File: config.mk
export PLATFORM = sky130hd
export DESIGN_NAME = dice_roll_engine
export DESIGN_NICKNAME = d
export VERILOG_FILES = /design/src/rtl/dice_roll_engine.sv
export SDC_FILE = /design/constraint.sdc
export NUM_CORES = 1
export LEC_CHECK = 0
export ABC_AREA = 1
export CAP_MARGIN = 20
export CORE_ASPECT_RATIO = 1.5
export CORE_MARGIN = 2
export CORE_UTILIZATION = 40
export CTS_CLUSTER_DIAMETER = 60
export DETAILED_ROUTE_END_ITERATION = 10
export GPL_TIMING_DRIVEN = 0
export PLACE_DENSITY = 0.62
export SETUP_SLACK_MARGIN = 0.02
export SYNTH_ARGS = -nofsm -noshare
export SYNTH_HDL_FRONTEND = slang
export SYNTH_SLANG_ARGS = --single-unit
File: constraint.sdc
create_clock -name clk -period 4.29 [get_ports clk]
set_clock_uncertainty 0.15 [all_clocks]
set_input_delay 0.429 -clock clk [delete_from_list [all_inputs] [get_ports clk]]
set_output_delay 0.429 -clock clk [all_outputs]
set_load 0.005 [all_outputs]
File: src/rtl/dice_roll_engine.sv
// Parametrised dice roller: uniform draws by rejection from a free-running LFSR,
// per-turn roll budget, and a one-cycle completion pulse.
module dice_roll_engine #(
    parameter int          N_DICE    = 5,
    parameter int          FACES     = 6,
    parameter int          VAL_W     = 3,
    parameter int          MAX_ROLLS = 3,
    parameter int          MAX_RETRY = 7,
    parameter logic [31:0] LFSR_SEED = 32'h0000ACE1
) (
    input  logic                           clk,
    input  logic                           reset_n,
    input  logic                           roll_req,
    input  logic                           new_turn,
    input  logic [N_DICE-1:0]              hold,
    output logic [N_DICE*VAL_W-1:0]        dice_vals,
    output logic                           busy,
    output logic                           roll_done,
    output logic [$clog2(MAX_ROLLS+1)-1:0] rolls_left,
    output logic                           first_roll
);

    localparam int IDX_W   = (N_DICE > 1) ? $clog2(N_DICE) : 1;
    localparam int RETRY_W = (MAX_RETRY > 0) ? $clog2(MAX_RETRY + 1) : 1;
    localparam int RL_W    = $clog2(MAX_ROLLS + 1);

    localparam logic [IDX_W-1:0]   LAST_IDX    = IDX_W'(N_DICE - 1);
    localparam logic [RETRY_W-1:0] MAX_RETRY_V = RETRY_W'(MAX_RETRY);
    localparam logic [RL_W-1:0]    MAX_ROLLS_V = RL_W'(MAX_ROLLS);
    localparam logic [VAL_W:0]     FACES_V     = (VAL_W + 1)'(FACES);

    typedef enum logic [1:0] {IDLE, ROLL, DONE} state_t;

    state_t                         state_q;
    logic [31:0]                    lfsr_q, lfsr_d;
    logic [31:0]                    cnt_q;
    logic                           seeded_q;
    logic [N_DICE-1:0]              hold_q;
    logic [IDX_W-1:0]               idx_q;
    logic [RETRY_W-1:0]             retry_q;
    logic [N_DICE-1:0][VAL_W-1:0]   dice_q;
    logic                           busy_q;
    logic                           done_q;
    logic [RL_W-1:0]                rolls_q;
    logic                           first_q;

    logic                           accept;
    logic [31:0]                    seed_mix;
    logic [VAL_W-1:0]               cand;
    logic                           cand_ok;
    logic [VAL_W-1:0]               draw_val;

    always_comb begin
        accept   = (state_q == IDLE) && roll_req && !new_turn && (rolls_q != '0);
        seed_mix = lfsr_q ^ cnt_q;
        lfsr_d   = {lfsr_q[30:0], lfsr_q[31] ^ lfsr_q[21] ^ lfsr_q[1] ^ lfsr_q[0]};
        // First accepted roll folds in the entropy counter; a zero mix would lock up the LFSR.
        if (accept && !seeded_q) begin
            lfsr_d = (seed_mix == '0) ? LFSR_SEED : seed_mix;
        end
        cand    = lfsr_q[VAL_W-1:0];
        cand_ok = ({1'b0, cand} < FACES_V);
        // With FACES == 2**VAL_W the top face FACES wraps to code 0 in VAL_W bits.
        if (cand_ok) begin
            draw_val = cand + 1'b1;
        end else begin
            draw_val = VAL_W'(({1'b0, cand} % FACES_V) + 1'b1);
        end
    end

    always_ff @(posedge clk or negedge reset_n) begin
        if (!reset_n) begin
            state_q  <= IDLE;
            lfsr_q   <= LFSR_SEED;
            cnt_q    <= '0;
            seeded_q <= 1'b0;
            hold_q   <= '0;
            idx_q    <= '0;
            retry_q  <= '0;
            dice_q   <= {N_DICE{VAL_W'(1)}};
            busy_q   <= 1'b0;
            done_q   <= 1'b0;
            rolls_q  <= MAX_ROLLS_V;
            first_q  <= 1'b1;
        end else begin
            lfsr_q <= lfsr_d;
            cnt_q  <= cnt_q + 1'b1;
            done_q <= 1'b0;
            if (accept) begin
                seeded_q <= 1'b1;
            end
            if (new_turn) begin
                rolls_q <= MAX_ROLLS_V;
                first_q <= 1'b1;
                busy_q  <= 1'b0;
                state_q <= IDLE;
            end else begin
                unique case (state_q)
                    IDLE: begin
                        if (accept) begin
                            hold_q  <= first_q ? '0 : hold;
                            idx_q   <= '0;
                            retry_q <= '0;
                            busy_q  <= 1'b1;
                            state_q <= ROLL;
                        end
                    end
                    ROLL: begin
                        if (hold_q[idx_q] || cand_ok || (retry_q == MAX_RETRY_V)) begin
                            if (!hold_q[idx_q]) begin
                                dice_q[idx_q] <= draw_val;
                            end
                            retry_q <= '0;
                            if (idx_q == LAST_IDX) begin
                                state_q <= DONE;
                            end else begin
                                idx_q <= idx_q + 1'b1;
                            end
                        end else begin
                            retry_q <= retry_q + 1'b1;
                        end
                    end
                    DONE: begin
                        done_q  <= 1'b1;
                        rolls_q <= rolls_q - 1'b1;
                        first_q <= 1'b0;
                        busy_q  <= 1'b0;
                        state_q <= IDLE;
                    end
                    default: state_q <= IDLE;
                endcase
            end
        end
    end

    assign dice_vals  = dice_q;
    assign busy       = busy_q;
    assign roll_done  = done_q;
    assign rolls_left = rolls_q;
    assign first_roll = first_q;

endmodule

## After elaboration in Yosys (flattened, before gate mapping)

Cells that the tools add are included.

| word-level totals | value |
|---|---|
| flip-flop bits (word level) | 98 |
| latch bits | 0 |
| RAM bits | 0 |
| ROM bits | 0 |
| bits of input ports | 9 |
| output and inout bits | 20 |
| word-level logic and storage cells | 92 |
| memories | 0 |

| cells by class | value |
|---|---|
| $add $sub $neg | 6 |
| multipliers | 0 |
| divide/modulo/power cells | 1 |
| $lt $le $gt $ge | 3 |
| eq/ne operators | 10 |
| shifts and indexed selects | 0 |
| multiplexer cells | 29 |
| bitwise logic cells | 6 |
| reductions and logical operators | 21 |

Operator list:

| kind | count |
|---|---|
| two-way mux 32 bit | 2 |
| adder 32 x 1 -> 32 bit (second input constant) | 1 |
| logical NOT 32 bit | 1 |
| XOR 32 bit | 1 |
| two-way mux 3 bit | 6 |
| bitwise mux 15 bit | 1 |
| adder 3 x 1 -> 3 bit (second input constant) | 4 |
| two-way mux 2 bit | 6 |
| one-hot mux 3 bit (2 select lines) | 2 |
| demux 3 bit (select 3 bit) | 1 |
| != test 3 bit (second input constant) | 3 |
| AND reduction 3 bit | 3 |
| two-way mux 1 bit | 7 |
| equality test 3 bit (second input constant) | 2 |
| != test 2 bit (second input constant) | 3 |
| nonzero test 2 bit | 3 |
| logical AND 1 bit | 5 |
| two-way mux 5 bit | 1 |
| AND reduction 5 bit | 1 |
| less-than comparator 3 x 4 -> 1 bit (second input constant) | 1 |
| modulo 3 x 3 -> 4 bit (second input constant) | 1 |
| one-hot mux 2 bit (2 select lines) | 1 |
| AND reduction 4 bit | 1 |
| binary-select mux 1 bit (select 3 bit) | 1 |
| 13 further kinds | 18 |

## Depth between registers and ports, before layout

| logic depth | value |
|---|---|
| depth after elaboration | 7 |
| depth in mapped cells | 11 |
| gate-level depth less buffers | 10 |

## Worst setup path after synthesis

Ideal clock, no wire load.

| timing path | value |
|---|---|
| kind | reg-to-reg |
| from | register rolls_q[0] (netlist: rolls_left[0]) |
| to | register idx_q[2] |
| setup time | 117 ps |
| data arrival time | 1623 ps |
| data required time | 4023 ps |
| slack | 2400 ps |
| cell stages (with the launch flop) | 9 |
| buffers on the path | 0 |
| clock period less this slack | 1890 ps |
| cell sequence | dfstp_2 -> inv_1 -> ha_1 -> nor2_1 -> inv_1 -> a21oi_1 -> nand3_1 -> nand2_1 -> nand2_1 |

| on the way | value |
|---|---|
| longest elaborated chain between the ends | 4 |

Ends and longest elaborated chain:

| item | line | text |
|---|---|---|
| from (decl) | 44 | `logic [RL_W-1:0] rolls_q;` |
| from (signal assigned) | 125 | `rolls_q <= rolls_q - 1'b1;` |
| nonzero test 2 bit | 54 | `accept = (state_q == IDLE) && roll_req && !new_turn && (rolls_q != '0);` |
| logical AND 1 bit | 54 |  |
| != test 2 bit (no line) | -- |  |
| AND reduction 5 bit (no line) | -- |  |
| to (signal assigned) | 117 | `idx_q <= idx_q + 1'b1;` |
| to (decl) | 39 | `logic [IDX_W-1:0] idx_q;` |

Every way passes these cells.
A chain may end at the register's enable or synchronous reset.

## Worst setup path in the final report

| timing path | value |
|---|---|
| from | register rolls_q[0] (netlist: rolls_left[0]) |
| to | register idx_q[0] |

Same word-level chain as after synthesis.

==> reports/results.ini <==
[outcome]
status = complete, no violations

[detailed_routing]
wl_per_cell_um = 13.8
firstDrtPassIters = 4
ant_nets = 0
routed_via_density = 4.86
post-route-drc-count = 0
num_vias = 4161
first_iter_violations = 237
totalWireLength_mm = 11.8

[die]
std_cell_rows = 50
start_util_pct = 40.9
die_y_um = 143
core_area_um2 = 12500
die_w_um = 96.4
num_io_pins = 29
die_area_um2 = 13700

[critical_path]
r2r-start = rolls_left[0]
worstSetupPathType = reg2reg
cp_slowest_cell = dfstp_2
path_cells = inv_1 -> ha_1 -> nor2_1 -> inv_1 -> a21oi_1 -> nand3_1 -> nand2_1 -> nand2_1
endpoint_kind = flop
cp-startpoint = rolls_left[0]
critPathMaxStageDelay_ns = 0.53
cp.arrival_ns = 2.18
crit_path_start_kind = flop
required_ns = 4.37
cp_max_fo = 7
r2r_slack_ns = 2.19

[synthesis]
ys_types = 33
synthTopCellsByArea = dfrtp_1, nand2_1, dfstp_2, inv_1, xor2_1
synth_fp_nets = 671
synth.largest_area_cell = dfrtp_1
synthAdderAreaFrac_pct = 1.71
synth_compound_area_share_pct = 6.25
synth_area_per_cell_um2 = 7.82
synth_mux_area_share_pct = 0
synth.most_common_cell = nand2_1
synthFlopType = dfrtp_1
yosys-top-cells-count = nand2_1, inv_1, dfrtp_1
synth_top_family_by_area = simple AND/OR/NAND/NOR gates
syn_inst = 655
synth_area_um2 = 5120
async_reset_ff_share_pct = 100
synthXorXnorAreaFrac_pct = 6.33
yosysWarnings = 0
synth_edf_count = 0
synth_simple_gate_area_share_pct = 28.6
synth_seq_cells = 98
yosys.area.top_type_share_pct = 40.1
ys_seq_area_share_pct = 48.3

[power_and_ir_drop]
p_total_mw = 3.06
leakagePower_nw = 2.98
power_density_nw_per_um2 = 515
vdd_ir_drop_max_uv = 213

[timing]
period_share_pct = 49.0
finalSetupViolCount = 0
grt_setup_unrepaired = no
drv_slew = 0
period_needed_ns = 2.10
hold_viol = 0
fin_setup_tns_ns = 0
max_slew_margin_pct = 57.7
setup_slack_ns = 2.19
fmax_ghz = 0.476
tightest_slew_ns = 0.635
timing.hold.ws_ns = 0.316

[job]
maxCapViolations = 0

[global_routing]
grt_pass1_vias = 4167
antenna_found_initial = 0
grt_max_degree = 53
grt_overflow = 0
track_usage_pct = 18.6
grt_pass1_wl_mm = 19.7

[finish]
nets = 712
antenna_cells = 0
area_delta_synth_final_pct = 15.8
fin_cells = 857
drive_above_1_share_pct = 8.27
finish.utilization_pct = 47.4
fin_area_um2 = 5930
fillers = 1255

[placement]
dpl_worst_slack_ns = 2.01
port_buffers = 28
dp_cells = 840
place_area_um2 = 5620
dp_hpwl_mm = 9.08
routabilityCongestion = 0.896

[clock_network]
cts_tree = done
cts_htree_levels = 3
ctsLongestPathBuffers = 2
cts_sinks = 98
clk_latency_ns = 0.35
path_clk_slew_ns = 0.07
cts_made_buffers = 9
post_cts_buffers = 0
cts-root-buf = clkbuf_16

[min_path]
holdCritPathClass = reg2reg
worstHoldStart = dice_vals[0]

-- state kept, by name, summed over array words and instances, names as in the netlist --
signal      flops
state_q         2
idx_q           3
rolls_left      2
dice_vals      15
seeded_q        1
first_roll      1
hold_q          5
cnt_q          32
busy            1
roll_done       1
retry_q         3
lfsr_q         32
-- final cells by class --
type	instances	area, um2	area share, %
plain buffers	9	75.1	1.27
clock buffers	12	267	4.49
clock inverters	4	33.8	0.570
inverters	98	375	6.33
multi-input cells	450	2200	37.1
flip-flops and latches	98	2470	41.7
well taps	156	195	3.29
repair buffers	30	315	5.32
-- cells in the final DEF, fill, tap and decap left out, drive strengths merged --
| master | instances |
|---|---|
| dfrtp | 82 |
| xor2 | 28 |
| dlygate4sd3 | 1 |
| clkinv | 2 |
| clkdlybuf4s50 | 27 |
| buf | 11 |
| nor3 | 24 |
| nand4 | 12 |
| ha | 7 |
| o21ai | 43 |
| o22ai | 2 |
| and3 | 1 |
| dfstp | 16 |
| a21oi | 17 |
| clkbuf | 12 |
| nand3b | 1 |
| nor2 | 41 |
| and2 | 1 |
| or2 | 3 |
| nand2 | 235 |
| nor3b | 1 |
| xnor2 | 9 |
| a22oi | 1 |
| nand3 | 24 |
| clkinvlp | 1 |
| inv | 99 |
-- timing repair --
action | in CTS | in global routing
endpoints found under the hold margin | 37 | 0
hold buffers | 1 | 0
setup endpoints to repair | 0 | 0
gates resized for setup | 0 | 0
-- logic make-up (layout without fill, tap and decap cells) --
kind of cell,after synthesis,in the layout
adder cells (fa/ha/maj),7,7
AO/OA/AOI/OAI,63,63
flip-flops,98,98
buffers and inverters,107,153
XOR/XNOR,37,37
AND/OR/NAND/NOR,343,343
-- power breakdown --
part / internal (mW) / switching (mW) / leakage, nW
Combinational: 0.377 / 0.514 / 1.61
Clock: 0.445 / 0.357 / 0.145
Sequential: 1.19 / 0.175 / 1.23
Total: 2.01 / 1.05 / 2.98
-- worst max-delay path: cells and delay by family (launching register included) --
| family | cells | cell delay, ns |
|---|---|---|
| DFF | 1 | 0.53 |
| adders and majority gates | 1 | 0.19 |
| buffers and inverters | 2 | 0.15 |
| and+or+nand+nor | 4 | 0.56 |
| AOI/OAI and AO/OA | 1 | 0.40 |
-- path summary, 6_finish.rpt --
path | to | depth (start not counted)
setup / recovery | idx_q[0] | 8
hold / removal | dice_vals[0] | 2
setup reg to reg | idx_q[0] | 8
hold reg to reg | dice_vals[0] | 2
max in group asynchronous | dice_vals[6] | 3
min in group asynchronous | state_q[1] | 2
-- layer usage --
| layer | share of wire [%] | vias to the layer above | wire length, um | GRT usage, % |
|---|---|---|---|---|
| met3 | 2.3 | 21 | 276 | 3.02 |
| li1 | - | 2119 | - | - |
| met1 | 41 | 1958 | 4840 | 21.0 |
| met4 | 2.8 | 0 | 335 | 8.38 |
| met5 | 0 | - | 0 | 0 |
| met2 | 54 | 63 | 6350 | 33.4 |
Power figures use the tool's default switching activity.
